## src/rtl/arm_ctrl_pkg.sv

```systemverilog
// Shared types and encodings for the multicycle ARM-subset controller:
// FSM states, ALU control codes, Op field values and datapath mux selects.
package arm_ctrl_pkg;

  typedef enum logic [3:0] {
    S_FETCH    = 4'd0,
    S_DECODE   = 4'd1,
    S_MEMADR   = 4'd2,
    S_MEMREAD  = 4'd3,
    S_MEMWB    = 4'd4,
    S_MEMWRITE = 4'd5,
    S_EXECUTER = 4'd6,
    S_EXECUTEI = 4'd7,
    S_ALUWB    = 4'd8,
    S_BRANCH   = 4'd9
  } state_t;

  localparam logic [1:0] ALU_ADD = 2'b00;
  localparam logic [1:0] ALU_SUB = 2'b01;
  localparam logic [1:0] ALU_AND = 2'b10;
  localparam logic [1:0] ALU_ORR = 2'b11;

  localparam logic [3:0] CMD_ADD = 4'b0100;
  localparam logic [3:0] CMD_SUB = 4'b0010;
  localparam logic [3:0] CMD_AND = 4'b0000;
  localparam logic [3:0] CMD_ORR = 4'b1100;

  localparam logic [1:0] OP_DP  = 2'b00;
  localparam logic [1:0] OP_MEM = 2'b01;
  localparam logic [1:0] OP_BR  = 2'b10;

  localparam logic [1:0] SRCB_RD2  = 2'b00;
  localparam logic [1:0] SRCB_IMM  = 2'b01;
  localparam logic [1:0] SRCB_FOUR = 2'b10;

  localparam logic [1:0] RES_ALUOUT    = 2'b00;
  localparam logic [1:0] RES_DATA      = 2'b01;
  localparam logic [1:0] RES_ALURESULT = 2'b10;

endpackage

```

## src/rtl/multicycle_controller_if.sv

```systemverilog
// Bundle between the instruction register fields and the datapath control
// inputs. No handshake: the IR fields are levels held stable by the IR, and
// every control output is a level valid for the current cycle only.
interface multicycle_controller_if;
  import arm_ctrl_pkg::*;

  logic [1:0] Op;
  logic [5:0] Funct;
  logic [3:0] Rd;

  logic       IRWrite;
  logic       NextPC;
  logic       AdrSrc;
  logic       ALUSrcA;
  logic [1:0] ALUSrcB;
  logic [1:0] ResultSrc;
  logic [1:0] ImmSrc;
  logic [1:0] RegSrc;
  logic [1:0] ALUControl;
  logic [1:0] FlagW;
  logic       RegW;
  logic       MemW;
  logic       PCS;
  logic       instr_done;
  state_t     state_dbg;

  modport master (
    output Op, Funct, Rd,
    input  IRWrite, NextPC, AdrSrc, ALUSrcA, ALUSrcB, ResultSrc, ImmSrc,
           RegSrc, ALUControl, FlagW, RegW, MemW, PCS, instr_done, state_dbg
  );

  modport slave (
    input  Op, Funct, Rd,
    output IRWrite, NextPC, AdrSrc, ALUSrcA, ALUSrcB, ResultSrc, ImmSrc,
           RegSrc, ALUControl, FlagW, RegW, MemW, PCS, instr_done, state_dbg
  );

endinterface

```

## src/rtl/alu_decoder.sv

```systemverilog
// Maps the data-processing cmd field to an ALU operation and flag-write
// requests; unsupported commands fall back to ADD without touching flags.
module alu_decoder
  import arm_ctrl_pkg::*;
(
  input  logic       aluop_i,
  input  logic [4:0] funct_i,
  output logic [1:0] alu_control_o,
  output logic [1:0] flag_w_o
);

  logic [3:0] cmd;
  assign cmd = funct_i[4:1];

  always_comb begin
    alu_control_o = ALU_ADD;
    flag_w_o      = 2'b00;
    if (aluop_i) begin
      case (cmd)
        CMD_ADD: begin alu_control_o = ALU_ADD; flag_w_o = {funct_i[0], funct_i[0]}; end
        CMD_SUB: begin alu_control_o = ALU_SUB; flag_w_o = {funct_i[0], funct_i[0]}; end
        CMD_AND: begin alu_control_o = ALU_AND; flag_w_o = {funct_i[0], 1'b0}; end
        CMD_ORR: begin alu_control_o = ALU_ORR; flag_w_o = {funct_i[0], 1'b0}; end
        default: begin alu_control_o = ALU_ADD; flag_w_o = 2'b00; end
      endcase
    end
  end

endmodule

```

## src/rtl/multicycle_controller.sv

```systemverilog
// Main control FSM for the multicycle ARM-subset datapath. Moore outputs,
// all forced low while reset is asserted; PCS folds in writes to R15.
module multicycle_controller
  import arm_ctrl_pkg::*;
(
  input logic                    clk,
  input logic                    rst,
  multicycle_controller_if.slave bus
);

  state_t     state_q, state_d;
  logic       irwrite, nextpc, adrsrc, alusrca, regw, memw, branch, aluop, done;
  logic [1:0] alusrcb, resultsrc, alu_ctrl, flagw;

  alu_decoder u_alu_dec (
    .aluop_i       (aluop),
    .funct_i       (bus.Funct[4:0]),
    .alu_control_o (alu_ctrl),
    .flag_w_o      (flagw)
  );

  always_ff @(posedge clk or negedge rst) begin
    if (!rst) state_q <= S_FETCH;
    else      state_q <= state_d;
  end

  always_comb begin
    state_d   = S_FETCH;
    irwrite   = 1'b0;
    nextpc    = 1'b0;
    adrsrc    = 1'b0;
    alusrca   = 1'b0;
    alusrcb   = SRCB_RD2;
    resultsrc = RES_ALUOUT;
    regw      = 1'b0;
    memw      = 1'b0;
    branch    = 1'b0;
    aluop     = 1'b0;
    done      = 1'b0;
    case (state_q)
      S_FETCH: begin
        alusrca   = 1'b1;
        alusrcb   = SRCB_FOUR;
        resultsrc = RES_ALURESULT;
        irwrite   = 1'b1;
        nextpc    = 1'b1;
        state_d   = S_DECODE;
      end
      S_DECODE: begin
        alusrca   = 1'b1;
        alusrcb   = SRCB_FOUR;
        resultsrc = RES_ALURESULT;
        case (bus.Op)
          OP_MEM:  state_d = S_MEMADR;
          OP_DP:   state_d = bus.Funct[5] ? S_EXECUTEI : S_EXECUTER;
          OP_BR:   state_d = S_BRANCH;
          // Op=11 is undefined: retire as a two-cycle NOP.
          default: begin state_d = S_FETCH; done = 1'b1; end
        endcase
      end
      S_MEMADR: begin
        alusrcb = SRCB_IMM;
        state_d = bus.Funct[0] ? S_MEMREAD : S_MEMWRITE;
      end
      S_MEMREAD: begin
        adrsrc  = 1'b1;
        state_d = S_MEMWB;
      end
      S_MEMWB: begin
        resultsrc = RES_DATA;
        regw      = 1'b1;
        done      = 1'b1;
      end
      S_MEMWRITE: begin
        adrsrc = 1'b1;
        memw   = 1'b1;
        done   = 1'b1;
      end
      S_EXECUTER: begin
        aluop   = 1'b1;
        state_d = S_ALUWB;
      end
      S_EXECUTEI: begin
        alusrcb = SRCB_IMM;
        aluop   = 1'b1;
        state_d = S_ALUWB;
      end
      S_ALUWB: begin
        regw = 1'b1;
        done = 1'b1;
      end
      S_BRANCH: begin
        alusrcb   = SRCB_IMM;
        resultsrc = RES_ALURESULT;
        branch    = 1'b1;
        done      = 1'b1;
      end
      default: state_d = S_FETCH;
    endcase
  end

  assign bus.IRWrite    = rst & irwrite;
  assign bus.NextPC     = rst & nextpc;
  assign bus.AdrSrc     = rst & adrsrc;
  assign bus.ALUSrcA    = rst & alusrca;
  assign bus.ALUSrcB    = {2{rst}} & alusrcb;
  assign bus.ResultSrc  = {2{rst}} & resultsrc;
  assign bus.ImmSrc     = {2{rst}} & bus.Op;
  assign bus.RegSrc     = {2{rst}} & {bus.Op == OP_MEM, bus.Op == OP_BR};
  assign bus.ALUControl = {2{rst}} & alu_ctrl;
  assign bus.FlagW      = {2{rst}} & flagw;
  assign bus.RegW       = rst & regw;
  assign bus.MemW       = rst & memw;
  assign bus.PCS        = rst & (((bus.Rd == 4'hF) & regw) | branch);
  assign bus.instr_done = rst & done;
  assign bus.state_dbg  = state_q;

endmodule

```

## src/flat_wrapper.sv

```systemverilog
// flat-port wrapper written by rule: the top's interface ports become plain ports
module multicycle_controller_flat import arm_ctrl_pkg::*;
  (clk, rst, bus_Op, bus_Funct, bus_Rd, bus_IRWrite, bus_NextPC, bus_AdrSrc, bus_ALUSrcA, bus_ALUSrcB, bus_ResultSrc, bus_ImmSrc, bus_RegSrc, bus_ALUControl, bus_FlagW, bus_RegW, bus_MemW, bus_PCS, bus_instr_done, bus_state_dbg);
  multicycle_controller_if bus_i ();
  input logic clk;
  input logic rst;
  input wire logic [$bits(bus_i.Op)-1:0] bus_Op;
  input wire logic [$bits(bus_i.Funct)-1:0] bus_Funct;
  input wire logic [$bits(bus_i.Rd)-1:0] bus_Rd;
  output wire logic [$bits(bus_i.IRWrite)-1:0] bus_IRWrite;
  output wire logic [$bits(bus_i.NextPC)-1:0] bus_NextPC;
  output wire logic [$bits(bus_i.AdrSrc)-1:0] bus_AdrSrc;
  output wire logic [$bits(bus_i.ALUSrcA)-1:0] bus_ALUSrcA;
  output wire logic [$bits(bus_i.ALUSrcB)-1:0] bus_ALUSrcB;
  output wire logic [$bits(bus_i.ResultSrc)-1:0] bus_ResultSrc;
  output wire logic [$bits(bus_i.ImmSrc)-1:0] bus_ImmSrc;
  output wire logic [$bits(bus_i.RegSrc)-1:0] bus_RegSrc;
  output wire logic [$bits(bus_i.ALUControl)-1:0] bus_ALUControl;
  output wire logic [$bits(bus_i.FlagW)-1:0] bus_FlagW;
  output wire logic [$bits(bus_i.RegW)-1:0] bus_RegW;
  output wire logic [$bits(bus_i.MemW)-1:0] bus_MemW;
  output wire logic [$bits(bus_i.PCS)-1:0] bus_PCS;
  output wire logic [$bits(bus_i.instr_done)-1:0] bus_instr_done;
  output wire logic [$bits(bus_i.state_dbg)-1:0] bus_state_dbg;
  assign bus_i.Op = bus_Op;
  assign bus_i.Funct = bus_Funct;
  assign bus_i.Rd = bus_Rd;
  assign bus_IRWrite = bus_i.IRWrite;
  assign bus_NextPC = bus_i.NextPC;
  assign bus_AdrSrc = bus_i.AdrSrc;
  assign bus_ALUSrcA = bus_i.ALUSrcA;
  assign bus_ALUSrcB = bus_i.ALUSrcB;
  assign bus_ResultSrc = bus_i.ResultSrc;
  assign bus_ImmSrc = bus_i.ImmSrc;
  assign bus_RegSrc = bus_i.RegSrc;
  assign bus_ALUControl = bus_i.ALUControl;
  assign bus_FlagW = bus_i.FlagW;
  assign bus_RegW = bus_i.RegW;
  assign bus_MemW = bus_i.MemW;
  assign bus_PCS = bus_i.PCS;
  assign bus_instr_done = bus_i.instr_done;
  assign bus_state_dbg = bus_i.state_dbg;
  multicycle_controller u_core (.clk(clk), .rst(rst), .bus(bus_i));
endmodule
```

## config.mk

```make
export PLATFORM = sky130hd
export DESIGN_NAME = multicycle_controller_flat
export DESIGN_NICKNAME = d
export VERILOG_FILES = /design/src/rtl/arm_ctrl_pkg.sv /design/src/rtl/multicycle_controller_if.sv /design/src/rtl/alu_decoder.sv /design/src/rtl/multicycle_controller.sv /design/src/flat_wrapper.sv
export SDC_FILE = /design/constraint.sdc
export NUM_CORES = 1
export LEC_CHECK = 0
export CORE_MARGIN = 2
export CORE_UTILIZATION = 34
export CTS_CLUSTER_SIZE = 14
export DETAILED_ROUTE_END_ITERATION = 16
export HOLD_SLACK_MARGIN = 0.08
export PLACE_DENSITY = 0.75
export SYNTH_ARGS = -nofsm -noshare
export SYNTH_HDL_FRONTEND = slang
export SYNTH_HIERARCHICAL = 1
export SYNTH_SLANG_ARGS = --single-unit
export TNS_END_PERCENT = 10
```

## constraint.sdc

```tcl
create_clock -name clk -period 1.85 [get_ports clk]
set_input_delay 0.185 -clock clk [delete_from_list [all_inputs] [get_ports clk]]
set_output_delay 0.185 -clock clk [all_outputs]
set_load 0.01 [all_outputs]
```

==> results, run 1 <==
- The core region is 0.00151 mm2.
- The sequential-to-total area share from yosys stat is 18.4%.
- The max-slew violation count came to 0.
- The via count of the first global-routing pass came to 606.
- Net switching is 41.7% of the power.
- The net switching component of the power is 0.448 mW.
- The global placement routability congestion is 0.775.
- By count the netlist is led by sky130_fd_sc_hd__and2_1 (7), sky130_fd_sc_hd__nor2b_1 (6), sky130_fd_sc_hd__nor2_1 (5).
- The global route total overflow is 0.
- The global-route wire length before repair is 2550 um.
- The tool flagged a number of max-cap violations equal to 0.
- The total area of multi-input combinational cells is 393 um2.
- The full die area is 0.00193 mm2.
- After the first detailed-routing iteration, the DRC count stood at 10.
- The worst path in the final design needs a cycle of 1890 ps, including I/O delays and setup.
- Excluding fillers, the count of instances in the completed layout stands at 131.
- Timing would allow up to 529 MHz.
- The cell with the biggest individual delay on the critical path is sky130_fd_sc_hd__dfrtp_1.
- The post-detailed-placement half-perimeter wirelength is 1280 um.
- The type of the setup path with the least slack is reg2out.
- The worst setup path is launched from a register.
- The remaining routing DRC violations is 0.
- The post-synthesis instance total is 68.
- Once routing completed, OpenROAD measured the worst setup slack at -40.3 ps.
- The number of antenna repair diodes is 0.
- The transition time of the tightest slew-check pin is 255 ps.
- The fraction of power consumed by sequential logic is 15.7%.
- Cells fill 67.9% of the core in the end.
- The most used cell along the critical path is sky130_fd_sc_hd__and2_1.
- In this run the core area contains 14 standard-cell rows.
- The run finished, with violations left.
- The via-per-instance ratio is 4.92.
- The initial antenna violation count is 0.
- The critical path data required time is 1660 ps.
- The I/O pin total is 38.
- TritonCTS built the clock tree.
- The final route contains 644 vias.
- The number of sinks driven by the clock tree is 4.
- The height of the die is 44.0 um.
- The checks that failed: negative setup slack.
- The number of nets produced by synthesis is 82.
- The H-tree level count is 1.
- From left edge to right edge, the die measures 44.0 um.
- The clock network fraction of design power is 10.1%.
- The top cell type by total area after synthesis is sky130_fd_sc_hd__dfrtp_1.
- Entering global routing, the biggest net connects 12 pins.
- In this run the cell area measured after placement is 993 um2.
- With fillers left out, the area of the finished cells amounts to 0.00102 mm2.
- The largest fanout on the critical path is 2.
- The library cell with the highest instance count after synthesis is sky130_fd_sc_hd__and2_1.
- The final layout net count is 131.
- The synthesized area per cell is 7.99 um2.
- From synthesis to final layout, the design area changed by 88.5%.
- For this run, the detailed router's first-pass iteration total came to 4.
- The register with the most flip-flops in the layout has 4 of them.
- For this run, the number of Yosys warnings is 6.
- The ratio of total power to cell area is 1050 mW/mm2.
- Cells with a size suffix above 1 make up 25.2% of the layout.
- The wire length reported by the detailed router is 1560 um.
- Ranked by total cell area, the synthesized netlist is headed by sky130_fd_sc_hd__dfrtp_1 (18%), sky130_fd_sc_hd__and2_1 (8.1%), sky130_fd_sc_hd__nor2b_1 (6.9%).
- The final-layout worst hold slack is 406 ps.
- The leakage power figure is 0.509 nW.
- The top cell type by area accounts for 18.4% of the synthesized area.
- Yosys mapped a number of flops with a built-in enable equal to 0.
- The combinational share of power is 74.2%.
- The netlist area before placement is 543 um2.
- Setup repair after global routing could not meet its margin everywhere.
- In this design, the stage delay of the slowest critical-path cell is 370 ps.
- The worst hold path belongs to the class in2async.
- After detailed placement, the design holds a cell count of 128.
- Clock skew on the completed layout was measured at 0.391 ps.
- The count of different cell masters after synthesis is 31.
- Internal power comes to 0.628 mW.
- The critical path data arrival time is 1710 ps.
- The count of final hold-check violations is 0.
- Dividing the detail-routed wire length by the instance count gives 11.9 um.
- Walking the worst path, the cells encountered are and2b_2 > and2_1 > nand2b_1 > nor4_1 > and2_1 > clkdlybuf4s15_2.
- In this run the tightest slew margin relative to its limit is 82.9%.
- The maximum ir drop on the vdd rail is 0.000933 V.
- Setup violations remaining at the end of the flow were counted as 1.
- The final period utilization is 102%.
- Port buffering added 37 buffers.
- The primary flip-flop cell chosen by synthesis mapping is sky130_fd_sc_hd__dfrtp_1.
- The total global-route track usage is 17.2%.
- Clock-pin slew was measured on the worst setup and hold paths at 40 ps.
- Of all flip-flops after synthesis, the portion carrying an async set or reset was 100%.
- The layout has 129 filler cells.
- The CTS buffer count is 3.
- After synthesis the netlist holds a flip-flop and latch count of 4.
- The tree is rooted in a sky130_fd_sc_hd__clkbuf_4.
- The largest buffer count on any clock path is 2.
- STA classifies the critical path endpoint as an output pin.
- The latest clock arrival within the worst-skew pair is 230 ps.
- The effective utilization at floorplan is 36.0%.
- In this run the post-CTS setup repair buffer count came out at 0.
- Registers take 101 um2.
- The remaining number of nets flagged by the antenna check after routing is 0.
[power groups by stage]
stage | clock network [mW] | registers, mW | logic, mW
final | 0.108 | 0.169 | 0.799
after global routing | 0.117 | 0.177 | 0.872
after CTS | 0.113 | 0.170 | 0.804
after detailed placement | 0 | 0.168 | 0.834
after global placement | 0 | 0.167 | 0.822
after floorplan | 0 | 0.178 | 0.468
[worst max-delay path: cells and delay by family, from the launching register on]
kind / cells / cell delay (ps)
flip-flops: 1 / 370
AND/OR/NAND/NOR: 5 / 890
buffers and inverters: 1 / 220
[layout make-up]
class | count | area share [%]
Inverter | 2 | 0.733
Tap cell | 16 | 1.96
Clock buffer | 3 | 2.20
Multi-Input combinational cell | 56 | 38.4
Sequential cell | 4 | 9.90
Timing Repair Buffer | 50 | 46.8
[final timing paths]
| kind | to | slack (ps) | from | cells after the start |
|---|---|---|---|---|
| max | bus_ALUControl[1] | -40 | u_core/bus.state_dbg[3]$_DFF_PN0_ | 6 |
| min | u_core/bus.state_dbg[2]$_DFF_PN0_ | 410 | rst | 3 |
| max reg2reg | u_core/bus.state_dbg[2]$_DFF_PN0_ | 690 | u_core/bus.state_dbg[3]$_DFF_PN0_ | 4 |
| min reg2reg | u_core/bus.state_dbg[3]$_DFF_PN0_ | 600 | u_core/bus.state_dbg[3]$_DFF_PN0_ | 2 |
| max in group asynchronous | u_core/bus.state_dbg[0]$_DFF_PN0_ | 1330 | rst | 3 |
| min in group clk | u_core/bus.state_dbg[0]$_DFF_PN0_ | 590 | bus_Funct[5] | 3 |
[placed cells by master (no fill, tap or decap), types with 3 or more instances in the layout]
cell type / count
sky130_fd_sc_hd__dlymetal6s2s_1: 5
sky130_fd_sc_hd__dlygate4sd2_1: 9
sky130_fd_sc_hd__nor2_1: 5
sky130_fd_sc_hd__xnor2_1: 3
sky130_fd_sc_hd__and2_1: 7
sky130_fd_sc_hd__nor3_1: 3
sky130_fd_sc_hd__clkdlybuf4s50_1: 19
sky130_fd_sc_hd__a21oi_1: 4
sky130_fd_sc_hd__dfrtp_1: 3
sky130_fd_sc_hd__nor2b_1: 6
sky130_fd_sc_hd__buf_4: 12
sky130_fd_sc_hd__clkbuf_4: 3
[routing by layer]
layer  track usage (%)  wire [um]
met1              19.9        687
met2              32.1        795
met3              4.17         57
met4              2.42         23
met5                 0          0
[metrics by stage]
stage	setup TNS (ps)	worst slack, ps	total power [mW]
global placement	-385	-151	0.989
detailed placement	-503	-197	1.00
CTS	-199	-145	1.09
finish	-40.3	-40.3	1.08
global route	-200	-139	1.17
floorplan	0	318	0.647
[what timing repair did]
action | CTS | global route
pin swaps | 2 | 0
gates resized for setup | 19 | 9
hold buffers | 0 | 0
endpoints found under the setup margin | 15 | 9
cloned | 0 | 0
[cells by family (layout without fill, tap and decap cells)]
family,Yosys count,after routing,share of synthesized area (%)
DFF,4,4,18.4
xor gates and xnor gates,3,3,4.84
and+or+nand+nor,39,39,45.6
AOI/OAI and AO/OA,14,14,20.5
buffers and inverters,8,55,10.6
Power figures use the tool's default switching activity.
==> run 2, diff against run 1 <==
--- a/config.mk
+++ b/config.mk
@@ -15,4 +15,3 @@
 export SYNTH_HDL_FRONTEND = slang
 export SYNTH_HIERARCHICAL = 1
 export SYNTH_SLANG_ARGS = --single-unit
-export TNS_END_PERCENT = 10
==> results, run 2 (synthesis results as in run 1) <==
- The standard cell area after detailed placement is 993 um2 (unchanged).
- The reported max-cap violation count was 0 (unchanged).
- The wire length per cell is 12.2 um (+2.2%).
- The final layout net count was 133 (+1.5%).
- The total area of multi-input combinational cells is 399 um2 (+1.6%).
- The number of sinks driven by the clock tree is 4 (unchanged).
- The cell row count is 14 (unchanged).
- The remaining number of nets flagged by the antenna check after routing was 0 (unchanged).
- The effective utilization at floorplan was 36.0% (unchanged).
- The via-per-instance ratio was 4.99 (+1.6%).
- The total global-route track usage is 17.2% (+0.085 points).
- The full die area is 0.00193 mm2 (unchanged).
- Setup repair after global routing could not meet its margin everywhere.
- The critical path data required time is 1660 ps (about the same).
- The number of antenna repair diodes is 0 (unchanged).
- The path category of the worst min-delay check is in2async.
- In the layout the commonest cells are sky130_fd_sc_hd__clkdlybuf4s50_1 (19), sky130_fd_sc_hd__buf_4 (14), sky130_fd_sc_hd__dlygate4sd2_1 (11).
- The maximum ir drop on the vdd rail was 0.000943 V (+1.1%).
- The worst max-slew margin expressed relative to the limit is 85.4% (+2.6 points).
- The finished layout cell area is 0.00103 mm2 (+0.98%).
- The die width is 44.0 um (unchanged).
- The final worst-path setup slack is 23.4 ps (+63.7 ps).
- The height of the die is 44.0 um (unchanged).
- The worst setup path is captured at an output pin.
- The remaining routing DRC violations is 0 (unchanged).
- The via count of the first global-routing pass is 607 (+0.17%).
- The number of detailed-routing iterations run before antenna repair is 4 (unchanged).
- The area growth from synthesis to layout is 90.3%.
- The global placement routability congestion is 0.775 (unchanged).
- The number of filler cells placed in the layout is 129 (unchanged).
- The final period utilization was 98.7% (-3.4 points).
- The H-tree level count is 1 (unchanged).
- The highest clock rate is 547 MHz (+3.5%).
- The largest buffer count on any clock path is 2 (unchanged).
- The initial antenna violation count is 0 (unchanged).
- The cell count after placement came to 128 (unchanged).
- The share of layout cells above drive strength 1 came to 28.2% (+3.0 points).
- The worst setup skew after layout is 0.194 ps (-0.198 ps).
- The clock period minus worst slack came to 1830 ps (-63.7 ps).
- The number of DRC markers after the initial detailed-route iteration is 12 (+2).
- The overall via count from detail_route is 664 (+3.1%).
- The ratio of total power to cell area was 1080 mW/mm2 (+3.1%).
- The critical path is of the reg2out type.
- The max-slew violation count is 0 (unchanged).
- The power consumption is 1.12 mW (+4.1%).
- The count of input and output buffers came to 37 (unchanged).
- The flow ran to the end, and the final reports show no timing, DRC or antenna violations.
- The TritonCTS clock tree is yes.
- The buffer type at the clock tree root is sky130_fd_sc_hd__clkbuf_4.
- The pre-CTS worst setup slack is -197 ps (unchanged).
- The number of flip-flops under the largest register name is 4 (unchanged).
- The leakage power figure is 0.514 nW (+1.1%).
- The placeable core area is 0.00151 mm2 (unchanged).
- The global-route wire length before repair was 2570 um (+0.51%).
- The final-layout worst hold slack is 408 ps (+1.57 ps).
- The critical path data arrival time is 1640 ps (-70 ps).
- The post-CTS clock slew at the launch and capture registers of the worst setup and hold paths is 40 ps (about the same).
- The I/O pin total is 38 (unchanged).
- The post-route core utilization is 68.6% (+0.66 points).
- The latest clock arrival within the worst-skew pair is 230 ps (about the same).
- STA classifies the critical path startpoint as a register.
- The number of failing setup endpoints in the final timing report is 0 (-1).
- The number of non-filler instances in the completed layout was 133 (+1.5%).
- The CTS buffer count is 3 (unchanged).
- The post-detailed-placement half-perimeter wirelength was 1280 um (unchanged).
- The sum of negative setup slack was 0 ps (+40.3 ps).
- The sequential standard cell area is 101 um2 (unchanged).
- The largest fanout on the critical path is 2 (unchanged).
- The transition time of the tightest slew-check pin is 218 ps (-36.7 ps).
- The maximum number of pins on one net before global-route repair was 12 (unchanged).
- The global route total overflow came to 0 (unchanged).
- The wire length reported by the detailed router is 1620 um (+3.8%).
- The count of final hold-check violations is 0 (unchanged).
- The library cell used most frequently in the layout, excluding fill and tap cells, is sky130_fd_sc_hd__clkdlybuf4s50_1.
run 2: changes by cell type in the layout (fill, tap and decap cells not counted), sizes merged:
| cell | delta |
|---|---|
| dlygate4sd2 | +2 |
| dlymetal6s2s | -1 |
| buf | +3 |
| clkdlybuf4s15 | -2 |
run 2: final timing paths:
path | start | end | slack, ps | cells after the start
max in group asynchronous | rst | u_core/bus.state_dbg[0]$_DFF_PN0_ | 1330 | 3
worst min-delay path | rst | u_core/bus.state_dbg[3]$_DFF_PN0_ | 410 | 3
worst max register to register | u_core/bus.state_dbg[3]$_DFF_PN0_ | u_core/bus.state_dbg[2]$_DFF_PN0_ | 660 | 4
worst min register to register | u_core/bus.state_dbg[3]$_DFF_PN0_ | u_core/bus.state_dbg[3]$_DFF_PN0_ | 600 | 2
min in group clk | bus_Funct[5] | u_core/bus.state_dbg[0]$_DFF_PN0_ | 590 | 3
worst max-delay path | u_core/bus.state_dbg[3]$_DFF_PN0_ | bus_FlagW[1] | 20 | 6
run 2: power by group:
part | internal, mW | switching [mW] | total, mW
combinational | 0.456 | 0.401 | 0.857
sequential | 0.127 | 0.0292 | 0.156
clock | 0.0725 | 0.0352 | 0.108
run 2: layer usage:
metal / wire [um] / GRT usage (%) / vias up
li1: - / - / 335
met1: 688 / 20.2 / 304
met4: 19 / 2.42 / 0
met3: 62 / 4.17 / 2
met5: 0 / 0 / -
met2: 852 / 32.1 / 23
run 2: area by class of cell:
cell class,instances,share of cell area (%)
repair buffers,52,46.7
multi-input cells,56,38.6
flip-flops and latches,4,9.81
clock buffers,3,2.18
well taps,16,1.94
inverters,2,0.726
run 2: worst max-delay path: stages, from the launching register on:
cell and delay [ps]:
sky130_fd_sc_hd__dfrtp_1 370, sky130_fd_sc_hd__and2b_2 220, sky130_fd_sc_hd__and2_4 130, sky130_fd_sc_hd__nand3b_1 100, sky130_fd_sc_hd__a211oi_1 220, sky130_fd_sc_hd__and2_1 150, sky130_fd_sc_hd__clkdlybuf4s15_2 220
run 2: what timing repair did:
action | CTS | global route
endpoints found under the hold margin | 0 | 0
setup endpoints to repair | 15 | 8
setup buffers | 0 | 2
pin swaps | 2 | 2
hold buffers | 0 | 0
cloned | 0 | 0
resized for setup | 21 | 9
==> run 3, diff against run 2 <==
--- a/config.mk
+++ b/config.mk
@@ -11,6 +11,7 @@
 export DETAILED_ROUTE_END_ITERATION = 16
 export HOLD_SLACK_MARGIN = 0.08
 export PLACE_DENSITY = 0.75
+export SETUP_SLACK_MARGIN = 0.05
 export SYNTH_ARGS = -nofsm -noshare
 export SYNTH_HDL_FRONTEND = slang
 export SYNTH_HIERARCHICAL = 1
==> results, run 3 (synthesis results as in run 1) <==
- The biggest cell delay along the critical path was 370 ps (about the same).
- The H-tree level count is 1 (unchanged).
- Among all stages on the critical path, the largest delay is contributed by sky130_fd_sc_hd__dfrtp_1.
- The number of DRC markers after the initial detailed-route iteration is 16 (+4).
- The share of layout cells above drive strength 1 is 30.4% (+2.2 points).
- The max-slew violation count was 0 (unchanged).
- The effective utilization at floorplan is 36.0% (unchanged).
- The full die area is 0.00193 mm2 (unchanged).
- The hold buffer count at cts is 0 (unchanged).
- The final worst-path setup slack came to 93.9 ps (+70.5 ps).
- The clock period minus worst slack came to 1760 ps (-70.5 ps).
- The highest clock rate is 569 MHz (+4.0%).
- The type of destination of the critical path is an output pin.
- The buffer type at the clock tree root is sky130_fd_sc_hd__clkbuf_4.
- The path category of the worst min-delay check is in2async.
- The ratio of total power to cell area was 1060 mW/mm2 (-2.3%).
- The global-route wire length before repair is 2590 um (+1.1%).
- The largest buffer count on any clock path is 2 (unchanged).
- The finished layout cell area is 0.00102 mm2 (-0.97%).
- The number of flip-flops under the largest register name was 4 (unchanged).
- The transition time of the tightest slew-check pin was 295 ps (+77.5 ps).
- The number of sinks driven by the clock tree is 4 (unchanged).
- The leakage power figure is 0.474 nW (-7.8%).
- The height of the die came to 44.0 um (unchanged).
- The global route total overflow is 0 (unchanged).
- The largest fanout on the critical path is 2 (unchanged).
- The count of final hold-check violations is 0 (unchanged).
- The post-CTS clock slew at the launch and capture registers of the worst setup and hold paths is 40 ps (about the same).
- The total global-route track usage was 17.4% (+0.17 points).
- The number of failing setup endpoints in the final timing report was 0 (unchanged).
- The reported max-cap violation count came to 0 (unchanged).
- The remaining routing DRC violations came to 0 (unchanged).
- The worst setup skew after layout is 0.507 ps (+0.314 ps).
- Setup repair after global routing could not meet its margin everywhere.
- The cell row count is 14 (unchanged).
- The final period utilization is 94.9% (-3.8 points).
- The initial antenna violation count is 0 (unchanged).
- The critical path data arrival time came to 1570 ps (-70 ps).
- The maximum ir drop on the vdd rail was 0.000929 V (-1.5%).
- The number of antenna repair diodes is 0 (unchanged).
- The area growth from synthesis to layout is 88.5%.
- The most common cell after layout, fill and taps aside is sky130_fd_sc_hd__clkdlybuf4s50_1.
- The global placement routability congestion was 0.775 (unchanged).
- Among cell families on the critical path, the largest total delay comes from simple AND/OR/NAND/NOR gates.
- The final layout net count came to 131 (-1.5%).
- The post-detailed-placement half-perimeter wirelength is 1280 um (unchanged).
- The signal on the critical path passes through and2b_2 > and2_4 > nand3b_1 > a211oi_2 > and2_1 > buf_2.
- The number of buffers and inverters on the critical path is 1 (unchanged).
- The TritonCTS clock tree is yes.
- The critical path data required time was 1660 ps (about the same).
- The worst max-slew margin expressed relative to the limit is 80.3% (-5.2 points).
- The wire length reported by the detailed router is 1590 um (-2.2%).
- The setup path with the least slack is of type reg2out.
- The flow ran to the end, and the final reports show no timing, DRC or antenna violations.
- The sum of negative setup slack is 0 ps (unchanged).
- The overall via count from detail_route is 658 (-0.90%).
- The placeable core area is 0.00151 mm2 (unchanged).
- The number of detailed-routing iterations run before antenna repair was 4 (unchanged).
- The pre-CTS worst setup slack is -197 ps (unchanged).
- The via count of the first global-routing pass is 612 (+0.82%).
- The maximum number of pins on one net before global-route repair is 12 (unchanged).
- The top cell types in the final layout, fill and taps aside, are sky130_fd_sc_hd__clkdlybuf4s50_1 (19), sky130_fd_sc_hd__dlygate4sd2_1 (13), sky130_fd_sc_hd__buf_4 (12).
- The number of filler cells placed in the layout is 137 (+6.2%).
- The wire length per cell is 12.1 um (-0.66%).
- The standard cell area after detailed placement came to 993 um2 (unchanged).
- The power consumption is 1.08 mW (-3.3%).
- The latest clock arrival within the worst-skew pair is 230 ps (about the same).
- The die width is 44.0 um (unchanged).
- The total setup buffers inserted after CTS is 0 (unchanged).
- The remaining number of nets flagged by the antenna check after routing is 0 (unchanged).
- The final-layout worst hold slack was 406 ps (-1.41 ps).
- The via-per-instance ratio is 5.02 (+0.61%).
- The count of input and output buffers is 37 (unchanged).
- The I/O pin total is 38 (unchanged).
- The critical path launch point type is a register.
- The CTS buffer count was 3 (unchanged).
[run 3: metal layers]
metal / track usage (%) / wire [um]
met3: 4.17 / 63
met2: 32.1 / 852
met1: 20.7 / 672
met5: 0 / 0
met4: 2.42 / 0
[run 3: final cells by class]
class                           count  area [um2]  area share [%]
Multi-Input combinational cell     56         425            41.6
Timing Repair Buffer               50         447            43.6
Tap cell                           16        20.0            1.96
Inverter                            2        7.51           0.733
Sequential cell                     4         101            9.90
Clock buffer                        3        22.5            2.20
[run 3: per-stage QoR]
stage | instances | utilization [%]
final | 131 | 67.9
after global routing | 131 | 67.9
after CTS | 131 | 67.4
after detailed placement | 128 | 65.9
after global placement | 128 | 65.9
after floorplan | 68 | -
[run 3: worst min-delay path: stages]
cell and delay, ps:
sky130_fd_sc_hd__clkdlybuf4s50_1 510, sky130_fd_sc_hd__buf_12 140, sky130_fd_sc_hd__buf_4 130
[run 3: final timing paths]
| path | depth (start not counted) | startpoint | to | slack [ps] |
|---|---|---|---|---|
| worst max-delay path | 6 | u_core/bus.state_dbg[3]$_DFF_PN0_ | bus_FlagW[1] | 90 |
| worst min-delay path | 3 | rst | u_core/bus.state_dbg[2]$_DFF_PN0_ | 410 |
| worst max register to register | 4 | u_core/bus.state_dbg[3]$_DFF_PN0_ | u_core/bus.state_dbg[2]$_DFF_PN0_ | 690 |
| worst min register to register | 2 | u_core/bus.state_dbg[3]$_DFF_PN0_ | u_core/bus.state_dbg[3]$_DFF_PN0_ | 600 |
| max in group asynchronous | 3 | rst | u_core/bus.state_dbg[0]$_DFF_PN0_ | 1330 |
| min in group clk | 3 | bus_Funct[5] | u_core/bus.state_dbg[0]$_DFF_PN0_ | 590 |
[run 3: report_power, final]
part           switching [mW]  internal (mW)  total [mW]
clock                  0.0360         0.0726       0.109
sequential             0.0433          0.127       0.170
combinational           0.378          0.428       0.805
[run 3: repair_timing]
action / in CTS / in global routing
setup endpoints to repair: 18 / 5
pin swaps: 3 / 6
gates cloned: 0 / 0
resized for setup: 29 / 10
